$ cat src/rtl/alu_share_pkg.sv
// Shared definitions for the shared-ALU scheduler: opcode values and FSM state encoding.
package alu_share_pkg;

  localparam logic [3:0] OP_ADD     = 4'd0;
  localparam logic [3:0] OP_SUB     = 4'd1;
  localparam logic [3:0] OP_MUL     = 4'd2;
  localparam logic [3:0] OP_AND     = 4'd3;
  localparam logic [3:0] OP_OR      = 4'd4;
  localparam logic [3:0] OP_XOR     = 4'd5;
  localparam logic [3:0] OP_XNOR    = 4'd6;
  localparam logic [3:0] OP_SHL     = 4'd7;
  localparam logic [3:0] OP_SHR     = 4'd8;
  localparam logic [3:0] OP_ASHR    = 4'd9;
  localparam logic [3:0] OP_DIV     = 4'd10;
  localparam logic [3:0] OP_MOD     = 4'd11;
  localparam logic [3:0] OP_REDAND  = 4'd12;
  localparam logic [3:0] OP_REDOR   = 4'd13;
  localparam logic [3:0] OP_REDXOR  = 4'd14;
  localparam logic [3:0] OP_ILLEGAL = 4'd15;

  typedef enum logic [1:0] {ST_IDLE, ST_EXEC, ST_DIV, ST_RESP} state_t;

  function automatic logic is_div_op(input logic [3:0] op);
    return (op == OP_DIV) || (op == OP_MOD);
  endfunction

endpackage

$ cat src/rtl/alu_share_div.sv
// Iterative restoring divider: one quotient bit per cycle, done pulses WIDTH cycles after start.
module alu_share_div #(
  parameter int WIDTH = 8
) (
  input  logic             clk,
  input  logic             rst,
  input  logic             start,
  input  logic [WIDTH-1:0] a,
  input  logic [WIDTH-1:0] b,
  output logic             done,
  output logic [WIDTH-1:0] quot,
  output logic [WIDTH-1:0] rem
);

  localparam int CW = $clog2(WIDTH + 1);

  logic [WIDTH-1:0] q_r, r_r, d_r;
  logic [CW-1:0]    cnt;
  logic             busy;
  logic [WIDTH:0]   rem_shift, diff;
  logic             step_ok;
  logic [WIDTH-1:0] step_q, step_r;

  // The final step is presented combinationally so done lines up with the last cycle.
  always_comb begin
    rem_shift = {r_r, q_r[WIDTH-1]};
    diff      = rem_shift - {1'b0, d_r};
    step_ok   = ~diff[WIDTH];
    step_r    = step_ok ? diff[WIDTH-1:0] : rem_shift[WIDTH-1:0];
    step_q    = {q_r[WIDTH-2:0], step_ok};
  end

  assign done = busy && (cnt == CW'(1));
  assign quot = step_q;
  assign rem  = step_r;

  always_ff @(posedge clk) begin
    if (rst) begin
      q_r  <= '0;
      r_r  <= '0;
      d_r  <= '0;
      cnt  <= '0;
      busy <= 1'b0;
    end else if (start) begin
      q_r  <= a;
      r_r  <= '0;
      d_r  <= b;
      cnt  <= CW'(WIDTH);
      busy <= 1'b1;
    end else if (busy) begin
      q_r <= step_q;
      r_r <= step_r;
      cnt <= cnt - CW'(1);
      if (cnt == CW'(1)) busy <= 1'b0;
    end
  end

endmodule

$ cat src/rtl/alu_share_sched.sv
// Round-robin scheduler sharing one integer ALU (plus iterative divider) among N requesters.
module alu_share_sched
  import alu_share_pkg::*;
#(
  parameter int WIDTH = 8,
  parameter int N     = 2,
  parameter int IDW   = 1
) (
  input  logic                 clk,
  input  logic                 rst,
  input  logic [N-1:0]         req_valid,
  input  logic [4*N-1:0]       req_op,
  input  logic [WIDTH*N-1:0]   req_a,
  input  logic [WIDTH*N-1:0]   req_b,
  output logic [N-1:0]         req_ready,
  output logic                 rsp_valid,
  output logic [IDW-1:0]       rsp_id,
  output logic [WIDTH-1:0]     rsp_data,
  output logic                 rsp_err,
  input  logic                 rsp_ready
);

  state_t           state, state_nxt;
  logic [IDW-1:0]   rr_ptr, rr_nxt, win, id_q;
  logic             found, accept, div_start, div_done;
  logic [3:0]       sel_op, op_q;
  logic [WIDTH-1:0] sel_a, sel_b, a_q, b_q;
  logic [WIDTH-1:0] alu_res, rsp_data_q, div_quot, div_rem;
  logic             alu_err, rsp_err_q;

  // Pass 0 searches from rr_ptr upward, pass 1 wraps to the indices below it.
  always_comb begin
    found  = 1'b0;
    win    = '0;
    sel_op = '0;
    sel_a  = '0;
    sel_b  = '0;
    for (int p = 0; p < 2; p++) begin
      for (int i = 0; i < N; i++) begin
        if (!found && req_valid[i] && (p == 1 || i >= int'(rr_ptr))) begin
          found  = 1'b1;
          win    = IDW'(i);
          sel_op = req_op[4*i +: 4];
          sel_a  = req_a[WIDTH*i +: WIDTH];
          sel_b  = req_b[WIDTH*i +: WIDTH];
        end
      end
    end
  end

  assign accept    = (state == ST_IDLE) && found && !rst;
  assign div_start = accept && is_div_op(sel_op);
  assign rr_nxt    = (win == IDW'(N - 1)) ? '0 : win + IDW'(1);

  always_comb begin
    req_ready = '0;
    for (int i = 0; i < N; i++) req_ready[i] = accept && (win == IDW'(i));
  end

  always_comb begin
    state_nxt = state;
    case (state)
      ST_IDLE: if (accept) state_nxt = is_div_op(sel_op) ? ST_DIV : ST_EXEC;
      ST_EXEC: state_nxt = ST_RESP;
      ST_DIV:  if (div_done) state_nxt = ST_RESP;
      ST_RESP: if (rsp_ready) state_nxt = ST_IDLE;
      default: state_nxt = ST_IDLE;
    endcase
  end

  always_ff @(posedge clk) begin
    if (rst) state <= ST_IDLE;
    else     state <= state_nxt;
  end

  // Shift amounts use all of b, so oversize shifts naturally yield zero or sign fill.
  always_comb begin
    alu_res = '0;
    alu_err = 1'b0;
    case (op_q)
      OP_ADD:     alu_res = a_q + b_q;
      OP_SUB:     alu_res = a_q - b_q;
      OP_MUL:     alu_res = a_q * b_q;
      OP_AND:     alu_res = a_q & b_q;
      OP_OR:      alu_res = a_q | b_q;
      OP_XOR:     alu_res = a_q ^ b_q;
      OP_XNOR:    alu_res = ~(a_q ^ b_q);
      OP_SHL:     alu_res = a_q << b_q;
      OP_SHR:     alu_res = a_q >> b_q;
      OP_ASHR:    alu_res = $unsigned($signed(a_q) >>> b_q);
      OP_REDAND:  alu_res = WIDTH'(&a_q);
      OP_REDOR:   alu_res = WIDTH'(|a_q);
      OP_REDXOR:  alu_res = WIDTH'(^a_q);
      OP_ILLEGAL: alu_err = 1'b1;
      default:    alu_res = '0;
    endcase
  end

  always_ff @(posedge clk) begin
    if (rst) begin
      rr_ptr     <= '0;
      id_q       <= '0;
      op_q       <= '0;
      a_q        <= '0;
      b_q        <= '0;
      rsp_data_q <= '0;
      rsp_err_q  <= 1'b0;
    end else begin
      if (accept) begin
        rr_ptr <= rr_nxt;
        id_q   <= win;
        op_q   <= sel_op;
        a_q    <= sel_a;
        b_q    <= sel_b;
      end
      if (state == ST_EXEC) begin
        rsp_data_q <= alu_res;
        rsp_err_q  <= alu_err;
      end
      if (state == ST_DIV && div_done) begin
        rsp_data_q <= (op_q == OP_DIV) ? div_quot : div_rem;
        rsp_err_q  <= 1'b0;
      end
    end
  end

  assign rsp_valid = (state == ST_RESP);
  assign rsp_id    = id_q;
  assign rsp_data  = rsp_data_q;
  assign rsp_err   = rsp_err_q;

  alu_share_div #(.WIDTH(WIDTH)) u_div (
    .clk   (clk),
    .rst   (rst),
    .start (div_start),
    .a     (sel_a),
    .b     (sel_b),
    .done  (div_done),
    .quot  (div_quot),
    .rem   (div_rem)
  );

endmodule

$ cat config.mk
export PLATFORM = sky130hd
export DESIGN_NAME = alu_share_sched
export DESIGN_NICKNAME = d
export VERILOG_FILES = /design/src/rtl/alu_share_pkg.sv /design/src/rtl/alu_share_div.sv /design/src/rtl/alu_share_sched.sv
export SDC_FILE = /design/constraint.sdc
export NUM_CORES = 1
export LEC_CHECK = 0
export CAP_MARGIN = 20
export CORE_MARGIN = 5
export CORE_UTILIZATION = 55
export CTS_BUF_LIST = sky130_fd_sc_hd__clkbuf_4 sky130_fd_sc_hd__clkbuf_8
export CTS_CLUSTER_DIAMETER = 30
export CTS_CLUSTER_SIZE = 25
export DETAILED_ROUTE_END_ITERATION = 8
export HOLD_SLACK_MARGIN = 0.08
export PLACE_DENSITY_LB_ADDON = 0.3
export SLEW_MARGIN = 20
export SYNTH_ARGS = -nofsm -noshare
export SYNTH_HDL_FRONTEND = slang
export SYNTH_SLANG_ARGS = --single-unit
$ cat constraint.sdc
create_clock -name clk -period 4.35 [get_ports clk]
set_input_delay 1.305 -clock clk [delete_from_list [all_inputs] [get_ports clk]]
set_output_delay 1.305 -clock clk [all_outputs]
set_load 0.05 [all_outputs]
# Word level (Yosys, flattened, before mapping)
# Cells that the tools add are included.
word_totals:
  regBits: 62
  in_bits: 45
  out_inout_bits: 13
  wordCells: 117
op_classes:
  add_sub_neg: 5
  n_mul: 1
  n_lt_le_gt_ge: 1
  eq_ne: 23
  shift: 3
  muxes: 38
  bitwise_logic: 6
  n_reduce_logical: 26
op_table:
  columns: ["operator", "n"]
  rows:
  - ["$mux 8", 14]
  - ["$pmux 8 s13", 1]
  - ["$eq 4x4->1 const B", 9]
  - ["$mux 4", 6]
  - ["$eq 4x3->1 const B", 4]
  - ["$mux 1", 12]
  - ["$logic_and 1x1->1", 11]
  - ["$sub 9x8->9", 1]
  - ["$add 8x8->8", 1]
  - ["$and 8x8->8", 1]
  - ["$eq 4x1->1 const B", 2]
  - ["$eq 4x2->1 const B", 2]
  - ["$mul 8x8->8", 1]
  - ["$mux 2", 4]
  - ["$not 8->8", 1]
  - ["$or 8x8->8", 1]
  - ["$pmux 2 s4", 1]
  - ["$reduce_and 8->1", 1]
  - ["$reduce_or 8->1", 1]
  - ["$reduce_xor 8->1", 1]
  - ["$shl 8x8->8", 1]
  - ["$shr 8x8->8", 1]
  - ["$sshr 8x8->8", 1]
  - ["$sub 8x8->8", 1]
  - ["16 further kinds", 24]

# Depth between registers and ports, before layout
# Gate-level depths: netlist (run 1).
logic_depth:
  word_depth: 17
  depth_mapped: 19
  ltp_nobuf: 17

# Modules after synthesis
# Synthesis (run 1) repeated with hierarchy kept, for this count alone.
unflattened:
  hier_cells: 778
  hier_area_um2: 6313.6
modules_own_cells:
  columns: ["mod", "instances", "cells_per_inst", "area_per_inst_um2", "seq_area_each_um2"]
  rows:
  - ["alu_share_sched", 1, 565, 4578.1, 660.6]
  - ["alu_share_div", 1, 213, 1735.4, 580.6]

# Worst setup path after synthesis (run 1)
# Ideal clock, no wire load.
synth_timing:
  path_type: "register -> register"
  startpoint: "reg b_q[2]"
  endpoint: "reg rsp_data_q[7], in the netlist rsp_data[7]"
  setup_time_ps: 91
  t_arrival_ps: 4687
  required_ps: 4259
  setup_slack_ps: -428
  stages_incl_launch_ff: 19
  path_cell_list: "dfxtp_1 buf_2 buf_1 buf_1 nand2_1 fa_1 fa_1 inv_1 fa_1 inv_1 fa_1 inv_1 ha_1 a21oi_1 xnor3_1 xnor3_1 nor4_1 a311oi_1 a311oi_1"
synth_via:
  elab_chain_len: 4
  elab_cells_between_ends: 9
  cone_classes: "add/sub: 2; mul: 1; shift: 3; mux: 3"
synth_lines:
  columns: ["element", "line", "text"]
  rows:
  - ["start, declared", "alu_share_sched.sv:27", "logic [WIDTH-1:0] sel_a, sel_b, a_q, b_q;"]
  - ["start signal, assigned", "alu_share_sched.sv:114", "b_q <= sel_b;"]
  - ["$mul 8x8->8, or another cell as far along", "alu_share_sched.sv:83", "OP_MUL: alu_res = a_q * b_q;"]
  - ["$pmux 8 s13 (*)", "alu_share_sched.sv:80", "case (op_q)"]
  - ["$mux 8 (*)", "alu_share_sched.sv:116", "if (state == ST_EXEC) begin"]
  - ["$mux 8 (*)", "alu_share_sched.sv:120", "if (state == ST_DIV && div_done) begin"]
  - ["end signal, assigned", "alu_share_sched.sv:117", "rsp_data_q <= alu_res;"]
  - ["end signal, assigned", "alu_share_sched.sv:121", "rsp_data_q <= (op_q == OP_DIV) ? div_quot : div_rem;"]
  - ["end, declared", "alu_share_sched.sv:28", "logic [WIDTH-1:0] alu_res, rsp_data_q, div_quot, div_rem;"]
# Every way passes the cells marked *; elsewhere a longest branch is shown, timed or not. The select of a mux whose other input is x is not followed.
# A chain may end at the register's enable or synchronous reset.

# Worst setup path in the final report (run 1)
layout_timing:
  startpoint: "reg b_q[3]"
  endpoint: "reg rsp_data_q[7], in the netlist rsp_data[7]"
# Same word-level chain as after synthesis.

==> results.md, run 1 <==
- Ys flop type: dfxtp_1
- Num ports: 58
- Setup TNS: 0 ps
- Achievable Freq: 0.2393 GHz
- Drt via density: 6.466
- Post-synthesis sequential area ratio: 0.1992
- Tot Pwr: 3.524 mW
- DP HPWL: 15.98 mm
- Clk_skew: 6.751 ps
- WHS: 471.0 ps
- Final hold vios: 0
- Nets: 971
- First-pass GRT wire length: 32.86 mm
- Synthesized area: 6231 um2
- Layout area overhead: 16.37%
- Post-DRT Antenna Nets: 0
- Complex-gate fraction of the synthesized area: 0.2689
- NetSw: 1.704 mW
- Clk sinks: 62
- Die Y: 116.4 um
- Setup CP Type: flop to flop
- Post-synth ARST share: 0
- Setup Viol. Count Final: 0
- EDFF count, synth: 0
- Max-slew violation count: 0
- H-tree Lvls: 3
- GRT Total Usage: 0.3117
- Cell Pwr Density: 486.0 nW/um2
- Max Root-Sink Buffers: 2
- Sequential share of power: 0.213
- CTS Buf Count: 9
- Routed WL: 20.35 mm
- Share of cells above drive strength 1: 0.1032
- Skew-Pair Late Insertion Delay: 350 ps
- Final period util: 0.9608
- Final Non-Filler Cells: 993
- Largest cells by area after synthesis: dfxtp_1, ha_1, a211oi_1
- Worst Hold Class: flop to flop
- Reg area: 1249 um2
- CTS tree: yes
- TritonRoute pass-1 iters: 7
- Synth Area in XOR/XNOR: 0.05502
- Global route overflow: 0
- Area of the multi-input gates: 4524 um2
- Worst setup EP type: flop
- Peak supply drop: 0.3269 mV
- Slew Limit Headroom: 0.3837
- Final instance area: 7251 um2
- Inst Count DP: 979
- Commonest non-fill, non-tap cells in the layout: nor2_1, inv_1, nand2_1, ha_1, dfxtp_1
- Die Span X: 116.4 um
- Synth Area in Simple Gates: 0.1787
- CP Data Required Time: 4610 ps
- Initial Util: 0.5673
- Commonest non-fill, non-tap cell in the layout: nor2_1
- Drt wl/cell: 20.49 um
- 1st-iter DRT viols: 746
- Die area: 13560 um2
- CORE AREA: 10980 um2
- Least-Margin Pin Slew: 901.1 ps
- Unrepaired setup endpoints after global routing: true
- Switch share: 0.4837
- Final core occ: 0.6602
- Mapped Cells: 796
- Largest net degree at the start of global routing: 38
- Fin crit period: 4179 ps
- Synth warnings: 0
- Clock-pin slew on the worst setup and hold paths: 60 ps
- Startpoint Class: flop
- CP Max Fanout: 4
- LEAKAGE: 2.895 nW
- Cell internal pwr: 1.820 mW
- Post-Synth Adder-Cell Area: 0.1695
- Post-synthesis register bit count: 62
- Max Cap Violations: 0
- Number of setup buffers added after CTS: 0
- # rows: 38
- Hold Buf Count CTS: 0
- DRC viols: 0
- Placed inst area: 7059 um2
- Distinct cells, synth: 76
- Setup slack after layout: 170.6 ps
- Initial antenna violation count: 0
- Multiplexer share of the synthesized area: 0.05141
- Placer congestion estimate: 0.9973
- Status: finished clean
- Flop2flop setup slack: 170 ps
- Top cell type by total area after synthesis: dfxtp_1
- Clock share of power: 0.134
- Top cell type's share of synthesized area: 0.1992
- Syn nets: 917
- Average size of a mapped cell: 7.828 um2
- Dpl ws: -135.2 ps
- Vias in the first global route: 6252
- Critical path arrival: 4440 ps
- Clock root buffer: clkbuf_8
- Fill cells: 916
- Vias: 6421
- Combinational Power Share: 0.653
- Main combinational cell family by area after synthesis: compound AO/OA/AOI/OAI gates
- Port bufs: 57
- Diode count: 0
==> cells by family (layout without fill, tap and decap cells) <==
| family | Yosys count | in the layout |
|---|---|---|
| xor gates and xnor gates | 36 | 36 |
| adders and majority gates | 76 | 76 |
| AOI/OAI and AO/OA | 241 | 241 |
| DFF | 62 | 62 |
| buffers and inverters | 122 | 179 |
| and+or+nand+nor | 229 | 229 |
| muxes | 30 | 30 |
==> final timing paths <==
kind,start,endpoint,depth (start not counted)
setup / recovery,b_q[3]$_SDFFE_PP0P_,rsp_data[7]$_SDFFE_PP0P_,16
setup reg to reg,b_q[3]$_SDFFE_PP0P_,rsp_data[7]$_SDFFE_PP0P_,16
hold / removal,rsp_id$_SDFFE_PP0P_,rsp_id$_SDFFE_PP0P_,1
hold reg to reg,rsp_id$_SDFFE_PP0P_,rsp_id$_SDFFE_PP0P_,1
==> Yosys cell counts (all sizes together), types with 5 or more instances <==
| cell | count |
|---|---|
| a21oi | 43 |
| nor2 | 78 |
| dfxtp | 62 |
| o211ai | 6 |
| nand2b | 5 |
| nand2 | 61 |
| a21o | 10 |
| or3 | 9 |
| xnor2 | 29 |
| o2111ai | 6 |
| nor3 | 12 |
| a21boi | 5 |
| a22oi | 11 |
| xor2 | 5 |
| o21ai | 42 |
| a221oi | 22 |
| a31oi | 12 |
| nor2b | 12 |
| inv | 65 |
| mux2 | 6 |
| a211oi | 38 |
| nand3 | 21 |
| buf | 13 |
| ha | 62 |
| fa | 14 |
| a311oi | 11 |
| mux2i | 23 |
| clkbuf | 42 |
==> critical path, cell delays in order, from the launching register on <==
cell and delay, ps:
dfxtp_2 370, ha_2 190, inv_1 60, fa_1 500, inv_1 40, ha_1 290
fa_1 550, inv_1 60, fa_1 540, inv_1 40, ha_1 310, a21oi_2 150
xnor3_1 240, xnor3_1 230, nor4_1 200, a311oi_1 80, a311oi_1 240
==> state kept, by name, summed over array words and instances, names as in the netlist <==
signal      cells
op_q            4
u_div.cnt       4
u_div.q_r       8
state           2
rr_ptr          1
a_q             8
u_div.busy      1
u_div.d_r       8
b_q             8
rsp_err         1
rsp_data        8
u_div.r_r       8
rsp_id          1
==> final cells by class <==
cell class,count,share of cell area
Tap cell,140,0.02416
Multi-Input combinational cell,612,0.6240
Timing Repair Buffer,98,0.1204
Sequential cell,62,0.1722
Inverter,67,0.03469
Clock inverter,1,0.0006903
Clock buffer,13,0.02381
==> power groups by stage <==
stage / registers (mW) / clock network (mW) / logic [mW]
3_3_place_gp: 0.751 / 0 / 2.19
2_1_floorplan: 0.834 / 0 / 1.50
3_5_place_dp: 0.759 / 0 / 2.24
4_1_cts: 0.747 / 0.476 / 2.25
5_1_grt: 0.764 / 0.511 / 2.50
6_report: 0.751 / 0.473 / 2.30
==> repair_timing <==
| item | in CTS | in global routing |
|---|---|---|
| gates cloned | 0 | 0 |
| endpoints found under the setup margin | 1 | 3 |
| resized for setup | 2 | 7 |
| pin swaps | 1 | 2 |
==> per-layer routing <==
metal | vias up | wire, um | GRT usage
met5 | - | 0 | 0
met4 | 0 | 824 | 0.1199
met3 | 70 | 2075 | 0.07098
met2 | 367 | 8983 | 0.4756
met1 | 2982 | 8464 | 0.4284
li1 | 3002 | - | -
Note: power is estimated with default switching activity, not from simulation.
==> run 2, diff against run 1 <==
--- a/config.mk
+++ b/config.mk
@@ -7,7 +7,7 @@
 export LEC_CHECK = 0
 export CAP_MARGIN = 20
 export CORE_MARGIN = 5
-export CORE_UTILIZATION = 55
+export CORE_UTILIZATION = 60
 export CTS_BUF_LIST = sky130_fd_sc_hd__clkbuf_4 sky130_fd_sc_hd__clkbuf_8
 export CTS_CLUSTER_DIAMETER = 30
 export CTS_CLUSTER_SIZE = 25
==> constraint.sdc (replaced) <==
create_clock -name clk -period 4.78 [get_ports clk]
set_input_delay 1.434 -clock clk [delete_from_list [all_inputs] [get_ports clk]]
set_output_delay 1.434 -clock clk [all_outputs]
set_load 0.05 [all_outputs]
==> results.md, run 2 (synthesis gave the netlist of run 1 again) <==
- Status: finished clean (unchanged)
- H-tree Lvls: 3 (unchanged)
- LEAKAGE: 2.844 nW (was 2.895 nW)
- Inst Count DP: 966 (was 979)
- 1st-iter DRT viols: 860 (was 746)
- Switch share: 0.4926 (was 0.4837)
- FF-to-FF path depth: 16 (unchanged)
- Share of cells above drive strength 1: 0.08747 (was 0.1032)
- Min-Delay Path Depth: 1 (unchanged)
- CTS Buf Count: 9 (unchanged)
- Clk_skew: 14.67 ps (was 6.751 ps)
- Setup Viol. Count Final: 0 (unchanged)
- DRC viols: 0 (unchanged)
- Hold Path End: rsp_id$_SDFFE_PP0P_ (unchanged)
- Die Span X: 111.9 um (was 116.4 um)
- Layout area overhead: 15.26% (was 16.37%)
- Clk sinks: 62 (unchanged)
- Routed WL: 20.57 mm (was 20.35 mm)
- Largest net degree at the start of global routing: 38 (unchanged)
- Initial antenna violation count: 0 (unchanged)
- Slowest-stage cell, CP: fa_1 (unchanged)
- CORE AREA: 10230 um2 (was 10980 um2)
- Max Root-Sink Buffers: 2 (unchanged)
- Cell Pwr Density: 448.1 nW/um2 (was 486.0 nW/um2)
- Fill cells: 821 (was 916)
- Unrepaired setup endpoints after global routing: false (was true)
- Die area: 12520 um2 (was 13560 um2)
- DP HPWL: 15.64 mm (was 15.98 mm)
- Vias in the first global route: 6326 (was 6252)
- Slew Limit Headroom: 0.4743 (was 0.3837)
- HP Start: rsp_id$_SDFFE_PP0P_ (unchanged)
- Skew-Pair Late Insertion Delay: 350 ps (about the same)
- Sequential share of power: 0.211 (was 0.213)
- Global route overflow: 0 (unchanged)
- Critical path arrival: 4730 ps (was 4440 ps)
- # rows: 37 (was 38)
- Worst Hold Class: flop to flop (unchanged)
- Cell family with most CP delay: adder cells (unchanged)
- CTS tree: yes (unchanged)
- Fin crit period: 4461 ps (was 4179 ps)
- Clock share of power: 0.139 (was 0.134)
- NetSw: 1.585 mW (was 1.704 mW)
- Achievable Freq: 0.2241 GHz (was 0.2393 GHz)
- Port bufs: 57 (unchanged)
- Slowest cell delay on critical path: 520 ps (was 550 ps)
- CP Max Fanout: 7 (was 4)
- GRT Total Usage: 0.3260 (was 0.3117)
- Setup CP Type: flop to flop (unchanged)
- Nets: 962 (was 971)
- Worst R2R End: rsp_data[7]$_SDFFE_PP0P_ (unchanged)
- Cell internal pwr: 1.633 mW (was 1.820 mW)
- Hold Buf Count CTS: 0 (unchanged)
- CP bufs+invs: 3 (was 4)
- Die Y: 111.9 um (was 116.4 um)
- Flop2flop setup slack: 320 ps (was 170 ps)
- TritonRoute pass-1 iters: 6 (was 7)
- Least-Margin Pin Slew: 786.5 ps (was 901.1 ps)
- Commonest non-fill, non-tap cell in the layout: nor2_1 (unchanged)
- Max Cap Violations: 0 (unchanged)
- Worst setup startpoint: a_q[1]$_SDFFE_PP0P_ (was b_q[3]$_SDFFE_PP0P_)
- Diode count: 0 (unchanged)
- Max-slew violation count: 0 (unchanged)
- Final hold vios: 0 (unchanged)
- Crit-path cells: inv_1 > nor2_1 > ha_1 > fa_1 > ha_1 > inv_1 > fa_1 > inv_1 > fa_1 > a21o_1 > a21oi_1 > xnor3_1 > xnor3_1 > nor4_1 > a311oi_1 > a311oi_1 (was ha_2 > inv_1 > fa_1 > inv_1 > ha_1 > fa_1 > inv_1 > fa_1 > inv_1 > ha_1 > a21oi_2 > xnor3_1 > xnor3_1 > nor4_1 > a311oi_1 > a311oi_1)
- Drt via density: 6.584 (was 6.466)
- Clock-pin slew on the worst setup and hold paths: 80 ps (was 60 ps)
- Peak supply drop: 0.2649 mV (was 0.3269 mV)
- Commonest non-fill, non-tap cells in the layout: nor2_1, inv_1, ha_1 (was nor2_1, inv_1, nand2_1, ha_1, dfxtp_1)
- Num ports: 58 (unchanged)
- Placer congestion estimate: 0.9859 (was 0.9973)
- Final Non-Filler Cells: 982 (was 993)
- Initial Util: 0.6090 (was 0.5673)
- Reg2reg start: a_q[1]$_SDFFE_PP0P_ (was b_q[3]$_SDFFE_PP0P_)
- Clock root buffer: clkbuf_8 (unchanged)
- Setup TNS: 0 ps (unchanged)
- Post-DRT Antenna Nets: 0 (unchanged)
- CP Data Required Time: 5050 ps (was 4610 ps)
- Combinational Power Share: 0.650 (was 0.653)
- Vias: 6465 (was 6421)
- Final period util: 0.9333 (was 0.9608)
- Startpoint Class: flop (unchanged)
- Drt wl/cell: 20.95 um (was 20.49 um)
- First-pass GRT wire length: 33.11 mm (was 32.86 mm)
- Worst setup EP type: flop (unchanged)
-- run 2: changes by cell type in the layout (fill, tap and decap cells not counted), sizes merged --
cell / previous run / this run
buf: 43 / 34
clkbuf: 13 / 12
clkinvlp: 0 / 4
clkinv: 3 / 2
-- run 2: layer usage --
metal  up-vias  GRT usage  routed length (um)
met2       412     0.5132                9203
met3        69    0.06522                2069
met1      3010     0.4357                8531
met4         0     0.1363                 770
met5         -          0                   0
li1       2974          -                   -
-- run 2: final cells by class --
type / count / area, um2 / area share
Clock buffer: 12 / 165.2 / 0.02300
Clock inverter: 4 / 30.03 / 0.004181
Inverter: 67 / 251.5 / 0.03502
Multi-Input combinational cell: 612 / 4516 / 0.6287
Sequential cell: 62 / 1244 / 0.1732
Tap cell: 136 / 170.2 / 0.02369
Timing Repair Buffer: 89 / 805.8 / 0.1122
-- run 2: power by group through the flow --
| stage | sequential, mW | combinational (mW) | clock (mW) |
|---|---|---|---|
| after floorplan | 0.758 | 1.36 | 0 |
| after global placement | 0.681 | 1.97 | 0 |
| after detailed placement | 0.687 | 2.01 | 0 |
| after CTS | 0.676 | 2.03 | 0.449 |
| after global routing | 0.691 | 2.24 | 0.477 |
| final | 0.679 | 2.09 | 0.448 |
-- run 2: how the worst max path moves through the flow --
stage                                    end  slack [ps]  cells after the start
detailed placement  rsp_data[7]$_SDFFE_PP0P_         300                     16
global route        rsp_data[7]$_SDFFE_PP0P_          50                     15
finish              rsp_data[7]$_SDFFE_PP0P_         320                     16
global placement    rsp_data[7]$_SDFFE_PP0P_         340                     15
CTS                 rsp_data[7]$_SDFFE_PP0P_         250                     16
floorplan           rsp_data[7]$_SDFFE_PP0P_           2                     18
-- run 2: timing repair --
action                                  4_1_cts  5_1_grt
setup buffers                                 0        0
resized for setup                             0        2
endpoints found under the setup margin        0        1
-- run 2: per-stage QoR --
stage	setup WS, ps	power (mW)	instance area, um2	utilization	hold WS [ps]
after global routing	51.62	3.408	7182	0.7020	472.2
after CTS	248.2	3.151	7179	0.7017	466.2
final	318.6	3.218	7182	0.7020	464.8
after detailed placement	297.5	2.693	6984	0.6826	444.0
after global placement	342.2	2.651	6984	0.6826	442.5
after floorplan	1.692	2.118	6231	-	443.9
==> run 3, diff against run 2 <==
--- a/config.mk
+++ b/config.mk
@@ -5,7 +5,7 @@
 export SDC_FILE = /design/constraint.sdc
 export NUM_CORES = 1
 export LEC_CHECK = 0
-export CAP_MARGIN = 20
+export CORE_ASPECT_RATIO = 0.9
 export CORE_MARGIN = 5
 export CORE_UTILIZATION = 60
 export CTS_BUF_LIST = sky130_fd_sc_hd__clkbuf_4 sky130_fd_sc_hd__clkbuf_8
==> constraint.sdc (replaced) <==
create_clock -name clk -period 5.47 [get_ports clk]
set_input_delay 1.641 -clock clk [delete_from_list [all_inputs] [get_ports clk]]
set_output_delay 1.641 -clock clk [all_outputs]
set_load 0.05 [all_outputs]
==> results.md, run 3 (synthesis gave the netlist of run 1 again) <==
- Status: finished clean (unchanged)
- Max Cap Violations: 0 (unchanged)
- Vias in the first global route: 6148 (was 6326)
- Largest net degree at the start of global routing: 38 (unchanged)
- Final instance area: 7119 um2 (was 7182 um2)
- Setup CP Type: flop to flop (unchanged)
- Hold Buf Count CTS: 0 (unchanged)
- Max-slew violation count: 0 (unchanged)
- CTS tree: yes (unchanged)
- Drt via density: 6.732 (was 6.584)
- Vias: 6490 (was 6465)
- H-tree Lvls: 3 (unchanged)
- TritonRoute pass-1 iters: 5 (was 6)
- CP Data Required Time: 5750 ps (was 5050 ps)
- DP HPWL: 15.75 mm (was 15.64 mm)
- Critical path arrival: 5150 ps (was 4730 ps)
- Peak supply drop: 0.2878 mV (was 0.2649 mV)
- Setup Viol. Count Final: 0 (unchanged)
- Achievable Freq: 0.2055 GHz (was 0.2241 GHz)
- Unrepaired setup endpoints after global routing: false (unchanged)
- Port bufs: 57 (unchanged)
- CORE AREA: 10200 um2 (was 10230 um2)
- Die Span X: 117.4 um (was 111.9 um)
- Worst Hold Class: flop to flop (unchanged)
- Placer congestion estimate: 1.008 (was 0.9859)
- Diode count: 0 (unchanged)
- DRC viols: 0 (unchanged)
- CTS Buf Count: 9 (unchanged)
- First-pass GRT wire length: 32.70 mm (was 33.11 mm)
- Clock-pin slew on the worst setup and hold paths: 90 ps (was 80 ps)
- Initial antenna violation count: 0 (unchanged)
- Die area: 12530 um2 (was 12520 um2)
- CP Max Fanout: 11 (was 7)
- Routed WL: 20.59 mm (was 20.57 mm)
- Share of cells above drive strength 1: 0.07305 (was 0.08747)
- Skew-Pair Late Insertion Delay: 370 ps (was 350 ps)
- Setup TNS: 0 ps (unchanged)
- Clock root buffer: clkbuf_8 (unchanged)
- # rows: 35 (was 37)
- Final period util: 0.8897 (was 0.9333)
- LEAKAGE: 2.817 nW (was 2.844 nW)
- Global route overflow: 0 (unchanged)
- 1st-iter DRT viols: 769 (was 860)
- Drt wl/cell: 21.36 um (was 20.95 um)
- Slew Limit Headroom: 0.3834 (was 0.4743)
- Initial Util: 0.6107 (was 0.6090)
- Number of setup buffers added after CTS: 0 (unchanged)
- Num ports: 58 (unchanged)
- Final hold vios: 0 (unchanged)
- Worst setup EP type: flop (unchanged)
- Die Y: 106.7 um (was 111.9 um)
- Least-Margin Pin Slew: 901.5 ps (was 786.5 ps)
- Layout area overhead: 14.26% (was 15.26%)
- CTS-repair resized insts: 0 (unchanged)
- Clk sinks: 62 (unchanged)
- Max Root-Sink Buffers: 2 (unchanged)
- Nets: 951 (was 962)
- Clk_skew: 18.70 ps (was 14.67 ps)
- Fin crit period: 4867 ps (was 4461 ps)
- Startpoint Class: flop (unchanged)
- Cell Pwr Density: 402.3 nW/um2 (was 448.1 nW/um2)
- Post-DRT Antenna Nets: 0 (unchanged)
- GRT Total Usage: 0.3223 (was 0.3260)
- Commonest non-fill, non-tap cell in the layout: nor2_1 (unchanged)
- Commonest non-fill, non-tap cells in the layout: nor2_1, inv_1, ha_1, dfxtp_1, nand2_1 (was nor2_1, inv_1, ha_1)
- Placed inst area: 6893 um2 (was 6984 um2)
==> run 3: changes by cell type in the layout (fill, tap and decap cells not counted), moves of 3 or more <==
cell | before | now
clkbuf_8 | 12 | 9
buf_4 | 34 | 23
inv_6 | 0 | 3
clkinvlp_4 | 4 | 0
==> run 3: power by group <==
| part | switching [mW] | internal [mW] | leakage, nW |
|---|---|---|---|
| registers | 0.101 | 0.524 | 0.506 |
| logic | 1.08 | 0.681 | 2.19 |
| clock network | 0.217 | 0.264 | 0.117 |
==> run 3: path summary, 6_finish.rpt <==
path	start	to	slack, ps	cells after the start
min	rsp_id$_SDFFE_PP0P_	rsp_id$_SDFFE_PP0P_	470	1
max reg2reg	b_q[4]$_SDFFE_PP0P_	rsp_data[7]$_SDFFE_PP0P_	600	15
min reg2reg	rsp_id$_SDFFE_PP0P_	rsp_id$_SDFFE_PP0P_	470	1
max	b_q[4]$_SDFFE_PP0P_	rsp_data[7]$_SDFFE_PP0P_	600	15
==> run 3: critical path, cell delays in order (launching register included) <==
cell and delay [ps]:
dfxtp_1 630, nand2_1 150, fa_1 470, fa_1 550, inv_1 50, fa_1 470
inv_1 60, fa_1 540, inv_1 40, ha_1 310, a21oi_1 240, xnor3_1 270
xnor3_1 390, nor4_1 250, a311oi_1 100, a311oi_1 260
==> run 3: per-layer routing <==
metal  track usage  share of wire  vias to the layer above
met4        0.1168          0.032                        0
li1              -              -                     2957
met3       0.09230           0.12                       57
met2        0.4943           0.44                      445
met1        0.4321           0.41                     3031
met5             0              0                        -
==> run 3: layout make-up <==
class | instances | area (um2)
Clock buffer | 9 | 123.9
Clock inverter | 7 | 102.6
Fill cell | 827 | 3084
Inverter | 67 | 251.5
Multi-Input combinational cell | 612 | 4516
Sequential cell | 62 | 1241
Tap cell | 129 | 161.4
Timing Repair Buffer | 78 | 723.2
==> run 3: per-stage QoR <==
step	cells	power, mW	utilization	worst slack, ps	hold slack (ps)
final	964	2.864	0.6977	603.2	469.0
after global routing	964	3.030	0.6977	381.7	497.1
after CTS	964	2.817	0.6977	645.2	468.5
after detailed placement	948	2.333	0.6755	643.6	440.4
after global placement	948	2.293	0.6755	761.5	442.5
after floorplan	796	1.851	-	691.7	443.9
